===== src/rtl/ram_dp_clr.sv =====
// Simple-dual-port synchronous RAM with per-byte write enables, selectable
// read-during-write policy, optional output register and a clear sequencer
// that sweeps every word to INIT_VAL after reset and on request.
module ram_dp_clr #(
   parameter int unsigned       DATA_W   = 16,
   parameter int unsigned       ADDR_W   = 4,
   parameter logic [DATA_W-1:0] INIT_VAL = '0,
   parameter int unsigned       RDW_MODE = 0,
   parameter int unsigned       OUT_REG  = 0
) (
   input  logic                clk,
   input  logic                rst_n,
   input  logic                wr_en,
   input  logic [ADDR_W-1:0]   wr_addr,
   input  logic [DATA_W-1:0]   wr_data,
   input  logic [DATA_W/8-1:0] wr_be,
   input  logic                rd_en,
   input  logic [ADDR_W-1:0]   rd_addr,
   output logic [DATA_W-1:0]   rd_data,
   output logic                rd_valid,
   input  logic                clr_req,
   output logic                busy,
   output logic                wr_drop
);

   localparam int unsigned DEPTH = 2 ** ADDR_W;
   localparam int unsigned NB    = DATA_W / 8;

   typedef enum logic {StClear, StIdle} state_e;

   state_e            state_q, state_d;
   logic [ADDR_W-1:0] clr_cnt_q, clr_cnt_d;
   logic [DATA_W-1:0] mem [DEPTH];

   logic              host_wr, host_rd;
   logic [DATA_W-1:0] rd_word;
   logic [DATA_W-1:0] r1_data_q;
   logic              r1_valid_q;
   logic              wr_drop_q;

   // Busy is the decoded state register, so it changes only on clock or reset.
   assign busy    = (state_q == StClear);
   assign host_wr = wr_en & ~busy;
   assign host_rd = rd_en & ~busy;
   assign wr_drop = wr_drop_q;

   // State and sweep counter register; reset starts a full sweep.
   always_ff @(posedge clk or negedge rst_n) begin
      if (!rst_n) begin
         state_q   <= StClear;
         clr_cnt_q <= '0;
      end else begin
         state_q   <= state_d;
         clr_cnt_q <= clr_cnt_d;
      end
   end

   // Next-state logic: sweep to the last address, then idle until clr_req.
   always_comb begin
      state_d   = state_q;
      clr_cnt_d = clr_cnt_q;
      unique case (state_q)
         StClear: begin
            if (clr_cnt_q == '1) begin
               state_d   = StIdle;
               clr_cnt_d = '0;
            end else begin
               clr_cnt_d = clr_cnt_q + ADDR_W'(1);
            end
         end
         StIdle: begin
            if (clr_req) begin
               state_d   = StClear;
               clr_cnt_d = '0;
            end
         end
         default: state_d = StClear;
      endcase
   end

   // Array write: the sweep owns the array while busy, otherwise host bytes.
   always_ff @(posedge clk) begin
      if (busy) begin
         mem[clr_cnt_q] <= INIT_VAL;
      end else if (host_wr) begin
         for (int k = 0; k < NB; k++) begin
            if (wr_be[k]) mem[wr_addr][8*k +: 8] <= wr_data[8*k +: 8];
         end
      end
   end

   // Read word with optional forwarding of enabled bytes of a same-address write.
   always_comb begin
      rd_word = mem[rd_addr];
      if (RDW_MODE == 1 && host_wr && (wr_addr == rd_addr)) begin
         for (int k = 0; k < NB; k++) begin
            if (wr_be[k]) rd_word[8*k +: 8] = wr_data[8*k +: 8];
         end
      end
   end

   // First read stage and write-drop flag; data holds between reads.
   always_ff @(posedge clk or negedge rst_n) begin
      if (!rst_n) begin
         r1_data_q  <= '0;
         r1_valid_q <= 1'b0;
         wr_drop_q  <= 1'b0;
      end else begin
         r1_valid_q <= host_rd;
         wr_drop_q  <= wr_en & busy;
         if (host_rd) r1_data_q <= rd_word;
      end
   end

   if (OUT_REG != 0) begin : g_out_reg
      logic [DATA_W-1:0] r2_data_q;
      logic              r2_valid_q;

      // Optional output pipeline stage; only loads on a valid first-stage result.
      always_ff @(posedge clk or negedge rst_n) begin
         if (!rst_n) begin
            r2_data_q  <= '0;
            r2_valid_q <= 1'b0;
         end else begin
            r2_valid_q <= r1_valid_q;
            if (r1_valid_q) r2_data_q <= r1_data_q;
         end
      end

      assign rd_data  = r2_data_q;
      assign rd_valid = r2_valid_q;
   end else begin : g_no_out_reg
      assign rd_data  = r1_data_q;
      assign rd_valid = r1_valid_q;
   end

endmodule


===== config.mk =====
export PLATFORM = sky130hd
export DESIGN_NAME = ram_dp_clr
export DESIGN_NICKNAME = d
export VERILOG_FILES = /design/src/rtl/ram_dp_clr.sv
export SDC_FILE = /design/constraint.sdc
export NUM_CORES = 1
export LEC_CHECK = 0
export CAP_MARGIN = 20
export CELL_PAD_IN_SITES_DETAIL_PLACEMENT = 1
export CELL_PAD_IN_SITES_GLOBAL_PLACEMENT = 1
export CORE_MARGIN = 4
export CORE_UTILIZATION = 50
export DETAILED_ROUTE_END_ITERATION = 16
export GPL_TIMING_DRIVEN = 0
export PLACE_DENSITY_LB_ADDON = 0.1
export SLEW_MARGIN = 20
export SYNTH_ARGS = -nofsm -noshare
export SYNTH_HDL_FRONTEND = slang
export SYNTH_SLANG_ARGS = --single-unit

===== constraint.sdc =====
create_clock -name clk -period 4.55 [get_ports clk]
set_input_delay 0.91 -clock clk [delete_from_list [all_inputs] [get_ports clk]]
set_output_delay 0.91 -clock clk [all_outputs]
set_load 0.05 [all_outputs]

Word level (Yosys, flattened, before mapping)
Memory sizes are Yosys's and may differ from the RTL's. A register that Yosys moved wholly into a read port is not among the register bits.
Cells that the tools add are included.
{ "op_classes": {"addsub": 1, "mul": 0, "n_div": 0, "n_lt_le_gt_ge": 0, "eq_ne": 2, "n_shift": 0, "mux": 18, "bitwise": 4, "n_reduce_logical": 2} }
{ "op_table": {"columns": ["operator", "count"], "rows": [
  ["16-bit two-way mux", 1],
  ["16-bit OR reduction", 1],
  ["4-bit two-way mux", 3],
  ["1-bit two-way mux", 11],
  ["4-bit case mux with 2 select lines", 1],
  ["4-bit by 1-bit adder with 4-bit output (second input constant)", 1],
  ["4-bit == test (second input constant)", 1],
  ["1-bit bitwise AND", 3],
  ["2-bit two-way mux", 1],
  ["2-bit inequality test (second input constant)", 1],
  ["1-bit case mux with 2 select lines", 1],
  ["1-bit zero test", 1],
  ["1-bit NOT", 1]
]} }
{ "word_totals": {"ff_bits": 7, "latch_bits": 0, "mem_bits_rw": 256, "romBits": 0, "inputBits": 31, "output_inout_bits": 19, "elab_cells": 32, "n_memories": 1} }
{ "memory_table": {"columns": ["name", "depth", "width", "rd", "rd_ports_with_merged_regs", "wr", "line", "source"], "rows": [
  ["mem", 16, 16, 1, 1, 1, "33", "logic [DATA_W-1:0] mem [DEPTH];"]
]} }

Longest topological paths before layout
{ "depth": {"word_depth": 6, "mapped_depth": 7, "depth_no_buf": 5} }

Worst setup path before layout
OpenSTA, ideal clock, no wires.
{ "synth_path": {"kind": "input-to-reg", "from": "in wr_be[0]", "to": "mem mem[0][0] (enable)", "setup_time_ps": 370, "arrival_time_ps": 2072, "required_time_ps": 4180, "setup_slack_ps": 2108, "cell_stages": 6, "n_path_buf": 2, "cell_sequence": "o211a_1 > buf_6 > buf_6 > mux2i_4 > nand2_1 > nor2_1"} }
{ "synth_via": {"elab_chain_cells": 6, "elab_cells_between_ends": 7, "cone_classes": "mux: 6; reduce/logical: 1"} }
{ "synth_rtl": {"columns": ["element", "line", "source"], "rows": [
  ["start: declaration", "16", "input logic [DATA_W/8-1:0] wr_be,"],
  ["1-bit two-way mux *", "87", "if (wr_be[k]) mem[wr_addr][8*k +: 8] <= wr_data[8*k +: 8];"],
  ["1-bit two-way mux *", "85", "end else if (host_wr) begin"],
  ["1-bit two-way mux *", "83", "if (busy) begin"],
  ["1-bit two-way mux (implied by the code) *", "87", null],
  ["16-bit OR reduction (no line)", null, null],
  ["4-bit two-way mux (no line) / 2-bit two-way mux (equally long branches)", null, null],
  ["end: declaration", "33", null]
]} }
Every way passes the cells marked *; elsewhere a longest branch is shown, timed or not.

Final worst setup path
{ "layout_path": {"from": "reg state_q", "to": "out busy"} }
{ "layout_via": {"elab_chain_cells": 1} }
{ "layout_rtl": {"columns": ["element", "line", "source"], "rows": [
  ["start: declaration", "31", "state_e state_q, state_d;"],
  ["start signal: assignment", "50", "state_q <= StClear;"],
  ["start signal: assignment", "53", "state_q <= state_d;"],
  ["1-bit NOT", null, null],
  ["end: declaration", "22", "output logic busy,"]
]} }
Every way passes these cells.

==> flow_metrics.py <==
metrics = {
    "run_status": {
        "status": "finished clean",
    },
    "clock_tree": {
        "clkSinkCount": 279,
        "clk_latency_ns": 0.53,
        "clkTransAtPathRegs_ns": 0.06,
        "ctsHoldBuffers": 0,
        "root_buffer": "clkbuf_16",
        "htreeDepth": 1,
        "cts_tree": "done",
        "cts_buffer_depth": 3,
        "cts_resized": 0,
        "cts_buffers": 28,
        "post_cts_buffers": 0,
    },
    "yosys": {
        "ys_ff_latch": 279,
        "synth-edff-count": 256,
        "synth_fa_ha_area_frac": 0.00112,
        "ys.flop_type": "edfxtp_1",
        "synthXorXnorAreaFrac": 0.000786,
        "syn_area_um2": 11100,
        "syn_inst": 694,
        "muxShareOfSynthArea": 0.119,
        "async_flop_share": 0.0824,
        "synthSimpleGateAreaFrac": 0.0723,
        "seq_area_frac_synth": 0.742,
        "synth_compound_area_frac": 0.0430,
        "yosysUniqueCellTypes": 33,
        "syn_avg_cell_area_um2": 16.1,
        "synth_top_family_by_area": "multiplexers",
        "synth_fp_nets": 726,
        "yosysWarnings": 0,
    },
    "grt": {
        "grt_pass1_vias": 6865,
        "grt_pass1_wl_mm": 42.8,
        "grt_max_degree": 24,
        "antenna_found_initial": 0,
        "grt_use_total": 0.236,
        "grt.overflow.total": 0,
    },
    "setup_path": {
        "path_delay_family": "buffers and inverters",
        "cp.buffers_inverters": 4,
        "r2r_end": "mem[0][10]$_DFFE_PP_",
        "max_stage_delay_ns": 0.73,
        "worstSetupPathType": "reg2out",
        "path_cells": "buf_6, clkbuf_1, inv_1, clkdlybuf4s50_1",
        "r2r-start": "state_q$_DFF_PN0_",
        "cp_slowest_cell": "clkdlybuf4s50_1",
        "cp.arrival_ns": 2.26,
        "crit_path_start_kind": "flop",
        "rrSetupSlack_ns": 1.86,
        "cp_max_fo": 10,
        "end_kind": "primary output",
        "rr_worst_depth": 6,
        "worst-endpoint-required_ns": 3.64,
    },
    "final_layout": {
        "antennaDiodeCount": 0,
        "final_util": 0.588,
        "layout.nets": 804,
        "area_growth_pct": 15.6,
        "design_area_um2": 12900,
        "drive_gt1_frac": 0.0932,
    },
    "sta": {
        "post-route-min-period_ns": 3.17,
        "setup_viol": 0,
        "slew_violations": 0,
        "slew_headroom": 0.218,
        "rsz0062_at_grt": "no",
        "max_freq_ghz": 0.315,
        "worst_pin_slew_ns": 1.17,
        "period_share": 0.697,
        "hold_violations": 0,
        "setup_tns_ns": 0,
        "fin_skew_ns": 0.0109,
    },
    "floorplanning": {
        "io_pins": 50,
        "rows": 54,
        "core_um2": 21900,
        "die_h_um": 157,
        "die-area_um2": 24700,
        "die_w_um": 157,
        "initial_core_util": 0.509,
    },
    "power_and_ir_drop": {
        "total_power_mw": 7.29,
        "p_per_area_nw_per_um2": 566,
        "leakage_nw": 4.62,
        "peakVddDrop_mv": 0.335,
    },
    "routing": {
        "finalWirelength_mm": 28.5,
        "first_pass_iters": 5,
        "vias_per_cell": 5.88,
        "vias": 6317,
        "drc_errors": 0,
        "drt-initial-drc-count": 459,
        "wire_per_inst_um": 26.5,
        "ant_nets": 0,
    },
    "place": {
        "dp_hpwl_mm": 19.6,
        "placed_area_um2": 12000,
        "place.port_buffers": 48,
        "gp_congestion": 0.776,
    },
    "min_path": {
        "hold_path.class": "in2async",
    },
    "job": {
        "max-cap-violations": 0,
    },
}
==> cells in the final DEF (no fill, tap or decap), types with 2 or more instances in the layout <==
cell,instances
edfxtp_1,256
mux2i_1,129
nand2_1,60
a22oi_1,48
clkdlybuf4s50_1,47
nor2_1,35
nand3_1,35
clkbuf_16,29
dfrtp_1,23
clkbuf_1,18
and2_1,17
nand4_1,16
buf_2,14
buf_4,9
clkinv_1,7
inv_1,6
o22ai_1,4
clkinv_2,4
buf_6,3
a31oi_2,3
o21ai_0,3
nor2b_1,3
clkbuf_8,3
nor3b_1,2
nand2_2,2
clkbuf_4,2
o2bb2ai_1,2
bufinv_16,2
==> stage by stage <==
step | hold slack, ns | instances | worst slack, ns
floorplan | 0.577 | 694 | 2.11
global placement | 0.463 | 1022 | 0.963
detailed placement | 0.470 | 1022 | 0.919
CTS | 0.425 | 1074 | 1.36
global route | 0.434 | 1074 | 1.25
finish | 0.421 | 1074 | 1.38
==> synthesized netlist by cell type (all sizes together) (2+ instances only) <==
cell     number  area share
a22oi        48       0.032
a31oi         4      0.0034
and2         17      0.0095
buf          25       0.015
clkbuf       13      0.0051
dfrtp        23       0.052
edfxtp      256        0.69
inv           6      0.0020
mux2i       130        0.12
nand2        62       0.021
nand3        35       0.016
nand4        16      0.0090
nor2         36       0.012
nor2b         3      0.0017
nor3b         2      0.0013
o21ai         3      0.0013
o22ai         4      0.0022
o2bb2ai       2      0.0016
==> kinds of logic (layout without fill, tap and decap cells) <==
logic type               after synthesis  in the layout
multiplexers                         131            131
AND/OR/NAND/NOR                      174            174
XOR/XNOR                               1              1
AO/OA/AOI/OAI                         64             64
flip-flops                           279            279
buffers and inverters                 44            144
adder cells (fa/ha/maj)                1              1
==> layout make-up <==
cell class	count	area, um2
multi-input combinational	371	2640
tap	280	350
inverter	6	22.5
fill	2044	9020
clock buffer	39	793
buffer	38	223
timing repair buffer	48	475
sequential	279	8260
clock inverter	13	106
==> worst register-to-register path: stages (launching register included) <==
cell	delay (ns)
dfrtp_1	0.34
buf_6	0.15
o211a_1	0.18
buf_6	0.14
nor3_1	0.05
a31oi_1	0.85
nor2_1	0.57
==> layer usage <==
layer	global-route usage	wire [um]	up-vias
li1	-	-	2827
met3	0.0481	1830	31
met4	0.0500	461	0
met5	0	0	-
met2	0.378	13300	197
met1	0.342	12900	3262
==> report_power, final <==
group	switching, mW	leakage [nW]	total, mW	internal [mW]
Sequential	0.179	2.61	3.58	3.40
Combinational	1.07	1.57	1.48	0.414
Clock	0.907	0.442	2.23	1.32
Total	2.16	4.62	7.29	5.13
==> worst max path at each step <==
stage	startpoint	to	cells after the start
global route	state_q$_DFF_PN0_	busy	4
detailed placement	wr_en	mem[3][10]$_DFFE_PP_	6
floorplan	wr_be[0]	mem[0][0]$_DFFE_PP_	6
global placement	wr_en	mem[0][12]$_DFFE_PP_	6
CTS	state_q$_DFF_PN0_	busy	4
finish	state_q$_DFF_PN0_	busy	4
==> registers in the layout, indices dropped and copies added, names as in the netlist <==
register,count
clr_cnt_q,4
mem,256
wr_drop,1
rd_data,16
state_q,1
rd_valid,1
Note: power is estimated with default switching activity, not from simulation.
